File: src/rtl/segment_check_pkg.sv
// Shared types and sizing helpers for the segment collision checker.
// Walk FSM state encoding and Bresenham error-register width.
package segment_check_pkg;

    typedef enum logic [1:0] {
        IDLE  = 2'd0,
        ISSUE = 2'd1,
        WAIT  = 2'd2,
        DONE  = 2'd3
    } state_t;

    // Two extra bits keep 2*err inside the signed range for any endpoints.
    function automatic int err_width(input int w, input int h);
        return ((w > h) ? w : h) + 2;
    endfunction

endpackage

File: src/rtl/bresenham_stepper.sv
// Integer Bresenham cell walker: latches endpoints on init, advances on step.
// Reports at_end when the current cell equals the latched end cell.
module bresenham_stepper
    import segment_check_pkg::*;
#(
    parameter int GRID_WIDTH_LOG2  = 4,
    parameter int GRID_HEIGHT_LOG2 = 4
) (
    input  logic                        clk,
    input  logic                        rst,
    input  logic                        init,
    input  logic                        step,
    input  logic [GRID_WIDTH_LOG2-1:0]  start_x,
    input  logic [GRID_HEIGHT_LOG2-1:0] start_y,
    input  logic [GRID_WIDTH_LOG2-1:0]  end_x,
    input  logic [GRID_HEIGHT_LOG2-1:0] end_y,
    output logic [GRID_WIDTH_LOG2-1:0]  x,
    output logic [GRID_HEIGHT_LOG2-1:0] y,
    output logic                        at_end
);

    localparam int W  = GRID_WIDTH_LOG2;
    localparam int H  = GRID_HEIGHT_LOG2;
    localparam int EW = err_width(W, H);

    logic [W-1:0]          end_xr;
    logic [H-1:0]          end_yr;
    logic                  dir_x;
    logic                  dir_y;
    logic signed [EW-1:0]  dx;
    logic signed [EW-1:0]  dy;
    logic signed [EW-1:0]  err;
    logic signed [EW-1:0]  e2;

    logic [W-1:0]          adx;
    logic [H-1:0]          ady;
    logic signed [EW-1:0]  init_dx;
    logic signed [EW-1:0]  init_dy;
    logic signed [EW-1:0]  init_err;

    logic [W-1:0]          x_n;
    logic [H-1:0]          y_n;
    logic signed [EW-1:0]  err_n;

    always_comb begin
        adx      = (end_x >= start_x) ? end_x - start_x : start_x - end_x;
        ady      = (end_y >= start_y) ? end_y - start_y : start_y - end_y;
        init_dx  = {{(EW-W){1'b0}}, adx};
        init_dy  = -{{(EW-H){1'b0}}, ady};
        init_err = init_dx + init_dy;
    end

    // Both axis decisions use e2 from before this step, so diagonals happen.
    always_comb begin
        x_n   = x;
        y_n   = y;
        err_n = err;
        if (e2 >= dy) begin
            err_n = err_n + dy;
            x_n   = dir_x ? x + 1'b1 : x - 1'b1;
        end
        if (e2 <= dx) begin
            err_n = err_n + dx;
            y_n   = dir_y ? y + 1'b1 : y - 1'b1;
        end
    end

    always_ff @(posedge clk) begin
        if (rst) begin
            x      <= '0;
            y      <= '0;
            end_xr <= '0;
            end_yr <= '0;
            dir_x  <= 1'b0;
            dir_y  <= 1'b0;
            dx     <= '0;
            dy     <= '0;
            err    <= '0;
            e2     <= '0;
        end else if (init) begin
            x      <= start_x;
            y      <= start_y;
            end_xr <= end_x;
            end_yr <= end_y;
            dir_x  <= (end_x >= start_x);
            dir_y  <= (end_y >= start_y);
            dx     <= init_dx;
            dy     <= init_dy;
            err    <= init_err;
            e2     <= init_err <<< 1;
        end else if (step) begin
            x      <= x_n;
            y      <= y_n;
            err    <= err_n;
            e2     <= err_n <<< 1;
        end
    end

    assign at_end = (x == end_xr) && (y == end_yr);

endmodule

File: config.mk
export PLATFORM = sky130hd
export DESIGN_NAME = bresenham_stepper
export DESIGN_NICKNAME = d
export VERILOG_FILES = /design/src/rtl/segment_check_pkg.sv /design/src/rtl/bresenham_stepper.sv
export SDC_FILE = /design/constraint.sdc
export NUM_CORES = 1
export LEC_CHECK = 0
export BUFFER_PORTS_ARGS = -buffer_cell sky130_fd_sc_hd__clkbuf_2
export CAP_MARGIN = 20
export CELL_PAD_IN_SITES_DETAIL_PLACEMENT = 1
export CELL_PAD_IN_SITES_GLOBAL_PLACEMENT = 1
export CORE_MARGIN = 5
export CORE_UTILIZATION = 46
export CTS_CLUSTER_SIZE = 12
export DETAILED_ROUTE_END_ITERATION = 7
export GPL_ROUTABILITY_DRIVEN = 0
export MAX_ROUTING_LAYER = met4
export PLACE_DENSITY_LB_ADDON = 0.1
export SLEW_MARGIN = 20
export SYNTH_ARGS = -nofsm -noshare
export SYNTH_HDL_FRONTEND = slang
export SYNTH_SLANG_ARGS = --single-unit
File: constraint.sdc
create_clock -name clk -period 3.9 [get_ports clk]
set_clock_uncertainty 0.1 [all_clocks]
set_input_delay 0.195 -clock clk [delete_from_list [all_inputs] [get_ports clk]]
set_output_delay 0.195 -clock clk [all_outputs]
set_load 0.1 [all_outputs]
==> impl_summary.log, run 1 <==
[metrics] worst min path class: in -> reg
[metrics] cell taking the most area after synthesis: sky130_fd_sc_hd__dfxtp_1
[metrics] largest net degree at the start of global routing: 29
[metrics] fraction of post-synthesis cell area in the top cell type by area: about 22%
[metrics] antenna fix cells: 0
[metrics] global-route wire length before repair: 13.5 mm
[metrics] number of instances in the synthesized netlist: ~340
[metrics] library cell contributing the largest single delay on the critical path: sky130_fd_sc_hd__or3b_1
[metrics] total wire length after detailed routing: around 8.1 mm
[metrics] number of vias in the routed layout: ~2600
[metrics] Top cell by count, worst path: sky130_fd_sc_hd__ha_1
[metrics] share of layout cells above drive strength 1: between 10% and 20%
[metrics] Final nets: ~430
[metrics] maximum fanout encountered on the critical timing path: 6
[metrics] number of setup violations in the final report: 0
[metrics] maxcap violations: 0
[metrics] data arrival at the endpoint of the critical path: 3800 ps
[metrics] DRC violations left: 0
[metrics] number of global-route vias before repair: 2747
[metrics] Pre-antenna DRT Iters: 4
[metrics] count of pins over their slew limit: 0
[metrics] clock tree from TritonCTS: built
[metrics] number of synthesized flops with an enable pin: 0
[metrics] clock-pin slew on the worst setup and hold paths: approximately 80 ps
[metrics] CORE AREA: approximately 6300 um2
[metrics] leading cell type in the layout, fill and taps excluded: sky130_fd_sc_hd__inv_1
[metrics] clock tree root driver cell: sky130_fd_sc_hd__clkbuf_8
[metrics] total buffers and inverters traversed by the critical path: 1
[metrics] leakage: roughly 1.6 nW
[metrics] series of cell instances along the critical path: inv_1 > ha_1 > or3b_1 > a211o_1 > o21a_4 > mux2_4 > ha_1 > fa_1 > a21o_1 > a21oi_2 > nand2b_4 > and4_1 > nor4_2 > a211oi_2
[metrics] per-cell via count in the routed design: 5.75
[metrics] asr flop ratio synth: 0%
[metrics] number of hold buffers added after CTS: 0
[metrics] number of filler cells placed in the layout: between 700 and 800
[metrics] total power per unit cell area: about 570 nW/um2
[metrics] final worst path period need: about 3700 ps
[metrics] worst supply voltage drop on vdd: around 0.34 mV
[metrics] Die Span Y: 90 um
[metrics] Top FF cell, synth: sky130_fd_sc_hd__dfxtp_1
[metrics] Worst-Skew Late Latency: around 290 ps
[metrics] top library cells by usage in the layout, fill and taps aside: 43 x sky130_fd_sc_hd__inv_1, 39 x sky130_fd_sc_hd__ha_1, 32 x sky130_fd_sc_hd__dfxtp_1
[metrics] initial antenna violation count: 0
[metrics] peak per-stage delay on the critical path: approximately 400 ps
[metrics] critical path start-end classification: reg -> reg
[metrics] maximum achievable frequency: around 270 MHz
[metrics] fraction of the yosys area taken by sequential cells: about 22%
[metrics] total negative slack: 0 ps
[metrics] worst-case headroom to the max-slew limit: 53.5%
[metrics] final critical-path share of the clock period: between 90% and 100%
[metrics] status: complete, no violations
[metrics] HPWL reported at the end of detailed placement: 6.39 mm
[metrics] initial DRC count: 126
[metrics] Critical Path Source Type: flop
[metrics] share of the core filled with cells: 52.6%
[metrics] syn_area_per_cell: just under 9 um2
[metrics] cell class contributing the biggest share of worst-path delay: compound AO/OA/AOI/OAI gates
[metrics] pin slew with the least headroom to its limit: ~700 ps
[metrics] I/O Buffers: 28
[metrics] area of the die: just over 8000 um2
[metrics] required time at the endpoint of the critical path: roughly 4000 ps
[metrics] synth-to-layout area growth: 12.1%
[metrics] Post-Syn Area: about 2900 um2
[metrics] count of different cell masters after synthesis: 51
[metrics] number of buffers between clock root and the deepest sink: 2
[metrics] aggregate global routing overflow: 0
[metrics] cell types occupying the most area after synthesis: sky130_fd_sc_hd__dfxtp_1 22%, sky130_fd_sc_hd__ha_1 17%, sky130_fd_sc_hd__xnor2_1 6.5%
[metrics] final hold violation count: 0
[metrics] number of buffers created by CTS: 5
[metrics] Clock Sink Count: 33
[metrics] row count: 29
[metrics] I/O pins: 29
[metrics] count of state elements after synthesis: 33
[metrics] average routed wire per standard cell: around 18 um
[metrics] unrepaired setup endpoints after global routing: no
[metrics] endpoint type of the worst setup path: flop
[metrics] effective utilization at floorplan: between 40% and 50%
[metrics] H-Tree Depth: 2
[metrics] pre-CTS setup slack: approximately 110 ps
[metrics] yosys warns: 0
[metrics] Mapped Nets: 403
[metrics] Worst Setup Slack, final: 210 ps
[metrics] Die X-Extent: approximately 90 um
[metrics] number of nets with antenna violations after routing: 0
[metrics] GRT Total Usage: 20.8%
-- through the flow --
stage	std cells	instance area, um2	hold slack, ps	total power, W
6_report	444	3300	80.2	0.00189
3_5_place_dp	433	3160	382	0.00152
2_1_floorplan	335	2940	243	0.00129
3_3_place_gp	433	3160	375	0.00149
4_1_cts	441	3260	79.4	0.00183
5_1_grt	444	3300	79.8	0.00203
-- kinds of logic (layout without fill, tap and decap cells) --
family,count (synthesis),in the layout,share of synthesized area [%]
simple gates,67,67,10.8
buf+inv,53,85,7.01
fa+ha+maj,48,48,22.7
compound gates,89,89,22.7
mux,19,19,6.71
xor+xnor,26,26,7.73
flops,33,33,22.4
-- worst register-to-register path: cells and delay by family (launching register included) --
family	cells	cell delay (ps)
fa+ha+maj	3	800
flops	1	390
mux	1	310
simple gates	4	830
compound gates	5	1130
buf+inv	1	60
-- state kept, by name, summed over array words and instances (netlist names) --
signal	cells
end_yr	4
dir_x	1
y	4
dy	6
end_xr	4
dx	4
err	5
dir_y	1
x	4
-- power breakdown --
part / switching, W / leakage [nW] / total, W / internal, W
Combinational: 0.000654 / 1.29 / 0.00114 / 0.000485
Clock: 0.000136 / 0.0542 / 0.000296 / 0.000160
Sequential: 0.0000632 / 0.274 / 0.000450 / 0.000387
Total: 0.000853 / 1.62 / 0.00189 / 0.00103
-- path summary, 6_finish.rpt --
| check | startpoint | endpoint | slack, ps | cells after the start |
|---|---|---|---|---|
| worst min-delay path | start_x[2] | x[2] | 80 | 3 |
| worst max-delay path | dy[4] | err[4] | 210 | 14 |
| worst max register to register | dy[4] | err[4] | 210 | 14 |
| worst min register to register | dir_x | dir_x | 400 | 2 |
-- repair_timing --
item / in CTS / in global routing
resized for setup: 0 / 4
setup endpoints to repair: 0 / 1
buffers inserted: 0 / 3
-- layout make-up --
cell class,instances,area [um2],area share (%)
Sequential cell,33,662,20.1
Multi-Input combinational cell,249,2090,63.5
Timing Repair Buffer,34,185,5.61
Inverter,43,161,4.89
Tap cell,77,96.3,2.92
Clock inverter,1,5.00,0.152
Clock buffer,7,96.3,2.92
-- cells in the mapped netlist, drive strengths merged, types with 2 or more instances --
library cell  count
inv              43
ha               39
dfxtp            33
nor2             25
a21oi            22
xnor2            22
a211oi           16
mux2i            16
nand2            16
a21o             14
fa                9
o21ai             9
clkbuf            8
a2111oi           4
nand3             4
nor3              4
o21a              4
xor2              4
mux2              3
nand4             3
o211a             3
o22ai             3
a211o             2
a22o              2
a2bb2oi           2
a311o             2
and3              2
buf               2
nor2b             2
nor4              2
-- layer usage --
layer  wire (um)  track usage (%)  up-vias
met1        3630             25.4     1255
li1            -                -     1242
met2        4140             36.3       47
met4         117             5.58        0
met5           0                -        -
met3         205             2.34       11
Note: power is estimated with default switching activity, not from simulation.
==> run 2: changes to the inputs <==
- RECOVER_POWER: default -> 50
==> impl_summary.log, run 2 (synthesis results as in run 1) <==
[metrics] status: complete, no violations
[metrics] share of layout cells above drive strength 1: between 10% and 20%
[metrics] final hold violation count: 0
[metrics] post-route total power: 0.00188 W
[metrics] register with the highest flop count: dy
[metrics] Die X-Extent: approximately 90 um
[metrics] I/O pins: 29
[metrics] number of vias in the routed layout: between 2000 and 3000
[metrics] largest net degree at the start of global routing: 29
[metrics] final critical-path share of the clock period: a little over nine tenths
[metrics] maxcap violations: 0
[metrics] Met1 Wirelength: around 3.7 mm
[metrics] worst min path class: in -> reg
[metrics] count of pins over their slew limit: 0
[metrics] Flop pwr share: approximately a quarter
[metrics] clock-pin slew on the worst setup and hold paths: 80 ps
[metrics] data arrival at the endpoint of the critical path: 3800 ps
[metrics] Clock Sink Count: 33
[metrics] length in cells of the worst reg-to-reg path: 14
[metrics] metal3 WL: approximately 160 um
[metrics] cell-internal power: around 0.0010 W
[metrics] worst r2r src: dy[4]
[metrics] Reg2Reg Capture Point: err[4]
[metrics] R2R Setup Slk: 210 ps
[metrics] number of setup violations in the final report: 0
[metrics] library cell contributing the largest single delay on the critical path: sky130_fd_sc_hd__or3b_1
[metrics] Largest register FFs: 6
[metrics] global-route wire length before repair: roughly 13 mm
[metrics] effective utilization at floorplan: a little under half
[metrics] initial antenna violation count: 0
[metrics] Worst-Skew Late Latency: about 290 ps
[metrics] worst-case headroom to the max-slew limit: between 20% and 30%
[metrics] cell class contributing the biggest share of worst-path delay: compound AO/OA/AOI/OAI gates
[metrics] average routed wire per standard cell: approximately 18 um
[metrics] aggregate global routing overflow: 0
[metrics] net switching power: 0.000854 W
[metrics] I/O Buffers: 28
[metrics] HPWL reported at the end of detailed placement: 6.39 mm
[metrics] number of hold buffers added after CTS: 0
[metrics] CORE AREA: about 6300 um2
[metrics] H-Tree Depth: 2
[metrics] top library cells by usage in the layout, fill and taps aside: 43 x sky130_fd_sc_hd__inv_1, 39 x sky130_fd_sc_hd__ha_1, 32 x sky130_fd_sc_hd__dfxtp_1
[metrics] DRC violations left: 0
[metrics] number of nets with antenna violations after routing: 0
[metrics] series of cell instances along the critical path: inv_1 > ha_1 > or3b_1 > a211o_1 > o21a_4 > mux2_4 > ha_1 > fa_1 > a21o_1 > a21oi_2 > nand2b_4 > and4_1 > nor4_2 > a211oi_2
[metrics] pin slew with the least headroom to its limit: roughly 1200 ps
[metrics] critical path start-end classification: reg -> reg
[metrics] synth-to-layout area growth: 11.6%
[metrics] Die Span Y: approximately 90 um
[metrics] worst setup path start: dy[4]
[metrics] total power per unit cell area: 573 nW/um2
[metrics] largest registers: dy: 6 flops, err: 5 flops
[metrics] Comb pwr share: 60.4%
[metrics] total negative slack: 0 ps
[metrics] Final nets: approximately 430
[metrics] GRT Total Usage: 20.8%
[metrics] endpoint type of the worst setup path: flop
[metrics] maximum fanout encountered on the critical timing path: 6
[metrics] top sig layer: met4
[metrics] switching share of power: approximately 45%
[metrics] initial DRC count: 114
[metrics] number of global-route vias before repair: approximately 2700
[metrics] Clock Power Share: around 16%
[metrics] required time at the endpoint of the critical path: roughly 4000 ps
[metrics] antenna fix cells: 0
[metrics] Levels on crit path: 14
[metrics] row count: 29
[metrics] Critical Path Source Type: flop
[metrics] per-cell via count in the routed design: 5.80
[metrics] total wire length after detailed routing: 8.13 mm
[metrics] total buffers and inverters traversed by the critical path: 1
[metrics] number of buffers between clock root and the deepest sink: 2
[metrics] number of buffers created by CTS: 5
[metrics] share of the core filled with cells: approximately 52%
[metrics] Pre-antenna DRT Iters: 4
[metrics] clock tree from TritonCTS: built
[metrics] final worst path period need: between 3000 and 4000 ps
[metrics] leakage: approximately 1.6 nW
[metrics] worst supply voltage drop on vdd: roughly 0.34 mV
[metrics] wire length on met2: 4.14 mm
[metrics] number of filler cells placed in the layout: approximately 770
[metrics] area of the die: 8100 um2
[metrics] unrepaired setup endpoints after global routing: no
[metrics] peak per-stage delay on the critical path: between 400 and 500 ps
[metrics] Top cell by count, worst path: sky130_fd_sc_hd__ha_1
[metrics] leading cell type in the layout, fill and taps excluded: sky130_fd_sc_hd__inv_1
[metrics] end point of the critical path: err[4]
[metrics] maximum achievable frequency: between 200 and 300 MHz
[metrics] clock tree root driver cell: sky130_fd_sc_hd__clkbuf_8
## run 2: cell type report
class | instances | area [um2] | area share [%]
clock buffers | 7 | 96.3 | 2.93
clock inverters | 1 | 5.00 | 0.152
inverters | 43 | 161 | 4.91
multi-input cells | 249 | 2090 | 63.8
flip-flops and latches | 33 | 662 | 20.2
well taps | 77 | 96.3 | 2.93
repair buffers | 34 | 169 | 5.14
## run 2: per-layer routing
metal | track usage (%) | vias to the layer above
li1 | - | 1243
met1 | 25.4 | 1275
met2 | 36.3 | 42
met3 | 2.34 | 14
met4 | 5.58 | 0
met5 | - | -
## run 2: through the flow
step	area [um2]	worst slack (ps)	cells	hold WS [ps]
detailed placement	3160	106	433	382
global placement	3160	219	433	375
global route	3280	31.5	444	79.8
finish	3280	208	444	82.4
floorplan	2940	427	335	243
CTS	3260	65.4	441	79.4
## run 2: worst min path at each step
| stage | from | depth (start not counted) | end | slack [ps] |
|---|---|---|---|---|
| finish | start_x[2] | 3 | x[2] | 80 |
| global route | start_x[2] | 3 | x[2] | 80 |
| CTS | start_x[2] | 3 | x[2] | 80 |
| detailed placement | dy[5] | 2 | dy[5] | 380 |
| global placement | end_x[0] | 3 | end_xr[0] | 380 |
| floorplan | end_x[0] | 2 | end_xr[0] | 240 |
## run 2: tightest hold or removal path, delay by kind of cell
kind	cells	cell delay [ps]
AND/OR/NAND/NOR	1	70
buffers and inverters	1	110
AO/OA/AOI/OAI	1	60
## run 2: power by group through the flow
stage                     clock network (W)  registers, W  logic [W]
after floorplan                           0      0.000535   0.000756
after global placement                    0      0.000453    0.00103
after detailed placement                  0      0.000458    0.00107
after CTS                          0.000302      0.000450    0.00108
after global routing               0.000321      0.000458    0.00125
final                              0.000295      0.000450    0.00114
## run 2: what timing repair did
action | CTS | global route
hold endpoints to repair | 0 | 0
resized for setup | 0 | 4
setup buffers | 0 | 3
setup endpoints to repair | 0 | 1
==> run 3: changes to the inputs <==
- ABC_AREA: default -> 1
- CORE_UTILIZATION: 46 -> 44
==> impl_summary.log, run 3 <==
[metrics] number of setup violations in the final report: 0
[metrics] number of nets with antenna violations after routing: 0
[metrics] GRT Total Usage: ~20%
[metrics] final critical-path share of the clock period: around 80%
[metrics] per-cell via count in the routed design: 5.11
[metrics] aggregate global routing overflow: 0
[metrics] fraction of the yosys area taken by sequential cells: 21.4%
[metrics] synth-to-layout area growth: 9.16%
[metrics] area of the die: 8790 um2
[metrics] asr flop ratio synth: 0%
[metrics] worst-case headroom to the max-slew limit: between 20% and 30%
[metrics] cell types occupying the most area after synthesis: sky130_fd_sc_hd__dfxtp_1 21%, sky130_fd_sc_hd__ha_1 16%, sky130_fd_sc_hd__inv_1 9.7%
[metrics] placed cell count: between 500 and 600
[metrics] data arrival at the endpoint of the critical path: 3250 ps
[metrics] Mapped Nets: roughly 500
[metrics] I/O pins: 29
[metrics] HPWL reported at the end of detailed placement: between 6 and 7 mm
[metrics] Post-Syn Area: around 3100 um2
[metrics] buffers inserted during post-CTS setup optimization: 0
[metrics] maximum fanout encountered on the critical timing path: 5
[metrics] count of pins over their slew limit: 0
[metrics] count of different cell masters after synthesis: 35
[metrics] leading cell type in the layout, fill and taps excluded: sky130_fd_sc_hd__nand2_1
[metrics] global-route wire length before repair: 14.0 mm
[metrics] number of synthesized flops with an enable pin: 0
[metrics] total buffers and inverters traversed by the critical path: 7
[metrics] final cell count without fillers: about 570
[metrics] share of layout cells above drive strength 1: 11.5%
[metrics] yosys warns: 0
[metrics] largest registers: dy: 6 flops, err: 5 flops
[metrics] total power per unit cell area: ~530 nW/um2
[metrics] endpoint type of the worst setup path: flop
[metrics] clock-pin slew on the worst setup and hold paths: about 70 ps
[metrics] initial DRC count: 61
[metrics] unrepaired setup endpoints after global routing: no
[metrics] Top FF cell, synth: sky130_fd_sc_hd__dfxtp_1
[metrics] total negative slack: 0 ps
[metrics] number of filler cells placed in the layout: between 900 and 1000
[metrics] number of vias in the routed layout: just under 3000
[metrics] largest net degree at the start of global routing: 50
[metrics] area of the multi-input gates: roughly 2100 um2
[metrics] cell taking the most area after synthesis: sky130_fd_sc_hd__dfxtp_1
[metrics] H-Tree Depth: 2
[metrics] status: complete, no violations
[metrics] number of global-route vias before repair: between 3000 and 4000
[metrics] library cell contributing the largest single delay on the critical path: sky130_fd_sc_hd__fa_1
[metrics] leakage: between 1.5 and 2 nW
[metrics] worst supply voltage drop on vdd: between 0.2 and 0.3 mV
[metrics] fraction of post-synthesis cell area in the top cell type by area: a little over a fifth
[metrics] Largest register FFs: 6
[metrics] clock tree from TritonCTS: built
[metrics] average routed wire per standard cell: 14.2 um
[metrics] Commonest cells post-synth: 80 x sky130_fd_sc_hd__inv_1, 80 x sky130_fd_sc_hd__nand2_1, 41 x sky130_fd_sc_hd__a21oi_1
[metrics] Critical Path Source Type: input pin
[metrics] final hold violation count: 0
[metrics] number of buffers between clock root and the deepest sink: 2
[metrics] Final nets: 536
[metrics] clock tree root driver cell: sky130_fd_sc_hd__clkbuf_8
[metrics] DRC violations left: 0
[metrics] final worst path period need: about 3200 ps
[metrics] antenna fix cells: 0
[metrics] Die Span Y: 93.8 um
[metrics] Die X-Extent: about 94 um
[metrics] required time at the endpoint of the critical path: 3980 ps
[metrics] total wire length after detailed routing: between 8 and 9 mm
[metrics] maxcap violations: 0
[metrics] Worst-Skew Late Latency: between 200 and 300 ps
[metrics] critical path start-end classification: in -> reg
[metrics] I/O Buffers: 28
[metrics] Clock Sink Count: 33
[metrics] register with the highest flop count: dy
[metrics] syn_area_per_cell: between 6 and 7 um2
[metrics] top library cells by usage in the layout, fill and taps aside: 81 x sky130_fd_sc_hd__nand2_1, 80 x sky130_fd_sc_hd__inv_1, 41 x sky130_fd_sc_hd__a21oi_1
[metrics] Pre-antenna DRT Iters: 4
[metrics] number of instances in the synthesized netlist: 444
[metrics] CORE AREA: 6790 um2
[metrics] number of hold buffers added after CTS: 0
[metrics] count of state elements after synthesis: 33
[metrics] Gates resized, CTS repair: 0
[metrics] worst min path class: in -> reg
[metrics] pin slew with the least headroom to its limit: about 1200 ps
[metrics] Post-Route Hold Slack: around 59 ps
[metrics] maximum achievable frequency: ~320 MHz
[metrics] initial antenna violation count: 0
[metrics] post-route total power: 0.00179 W
[metrics] number of buffers created by CTS: 5
[metrics] sequential standard cell area: between 600 and 700 um2
[metrics] cell class contributing the biggest share of worst-path delay: adder cells
[metrics] peak per-stage delay on the critical path: 400 ps
[metrics] Top cell by count, worst path: sky130_fd_sc_hd__inv_1
[metrics] effective utilization at floorplan: a little under half
[metrics] row count: 30
## run 3: changes by cell type in the layout (fill, tap and decap cells not counted), moves of 15 or more
| cell | before | now |
|---|---|---|
| sky130_fd_sc_hd__nand3_1 | 4 | 19 |
| sky130_fd_sc_hd__mux2i_1 | 16 | 0 |
| sky130_fd_sc_hd__inv_1 | 43 | 80 |
| sky130_fd_sc_hd__a21oi_1 | 21 | 41 |
| sky130_fd_sc_hd__o21ai_0 | 8 | 34 |
| sky130_fd_sc_hd__xnor2_1 | 22 | 7 |
| sky130_fd_sc_hd__nand2_1 | 16 | 81 |
## run 3: routing by layer
metal	wire (um)	vias up	global-route usage, %
met1	3690	1366	24.3
met5	0	-	-
met2	4100	29	35.7
li1	-	1482	-
met3	131	8	2.64
met4	110	0	6.02
## run 3: cells by family after synthesis
family	Yosys count	share of synthesized area, %
compound gates	105	18.8
xor+xnor	15	4.26
fa+ha+maj	48	21.6
buf+inv	95	12.0
flops	33	21.4
simple gates	148	21.9
## run 3: area by class of cell
class / instances / area share (%)
Clock buffer: 8 / 2.38
Inverter: 83 / 9.25
Multi-Input combinational cell: 316 / 61.2
Sequential cell: 33 / 19.6
Tap cell: 96 / 3.56
Timing Repair Buffer: 29 / 4.05
## run 3: worst paths after layout
check                 start        end  slack, ps  cells past startpoint
setup / recovery   end_y[0]     err[3]        730                     25
setup reg to reg     err[4]     err[4]        800                     21
hold / removal     end_y[3]  end_yr[3]         60                      3
hold reg to reg   end_xr[3]  end_xr[3]        420                      2
## run 3: report_power, final
group / leakage [nW] / internal (W) / switching (W) / total [W]
combinational: 1.46 / 0.000353 / 0.000715 / 0.00107
clock: 0.0395 / 0.000127 / 0.000130 / 0.000257
sequential: 0.275 / 0.000391 / 0.0000758 / 0.000467
total: 1.77 / 0.000872 / 0.000920 / 0.00179
## run 3: stage by stage
stage | setup WS (ps) | cell area, um2 | util (%)
after floorplan | 553 | 3090 | -
after global placement | 661 | 3300 | 48.6
after detailed placement | 463 | 3300 | 48.6
after CTS | 752 | 3380 | 49.8
after global routing | 468 | 3370 | 49.6
final | 732 | 3370 | 49.6
## run 3: worst min-delay path: stages
cell,delay (ps)
sky130_fd_sc_hd__clkbuf_2,90
sky130_fd_sc_hd__nor2_1,40
sky130_fd_sc_hd__nor2_1,80
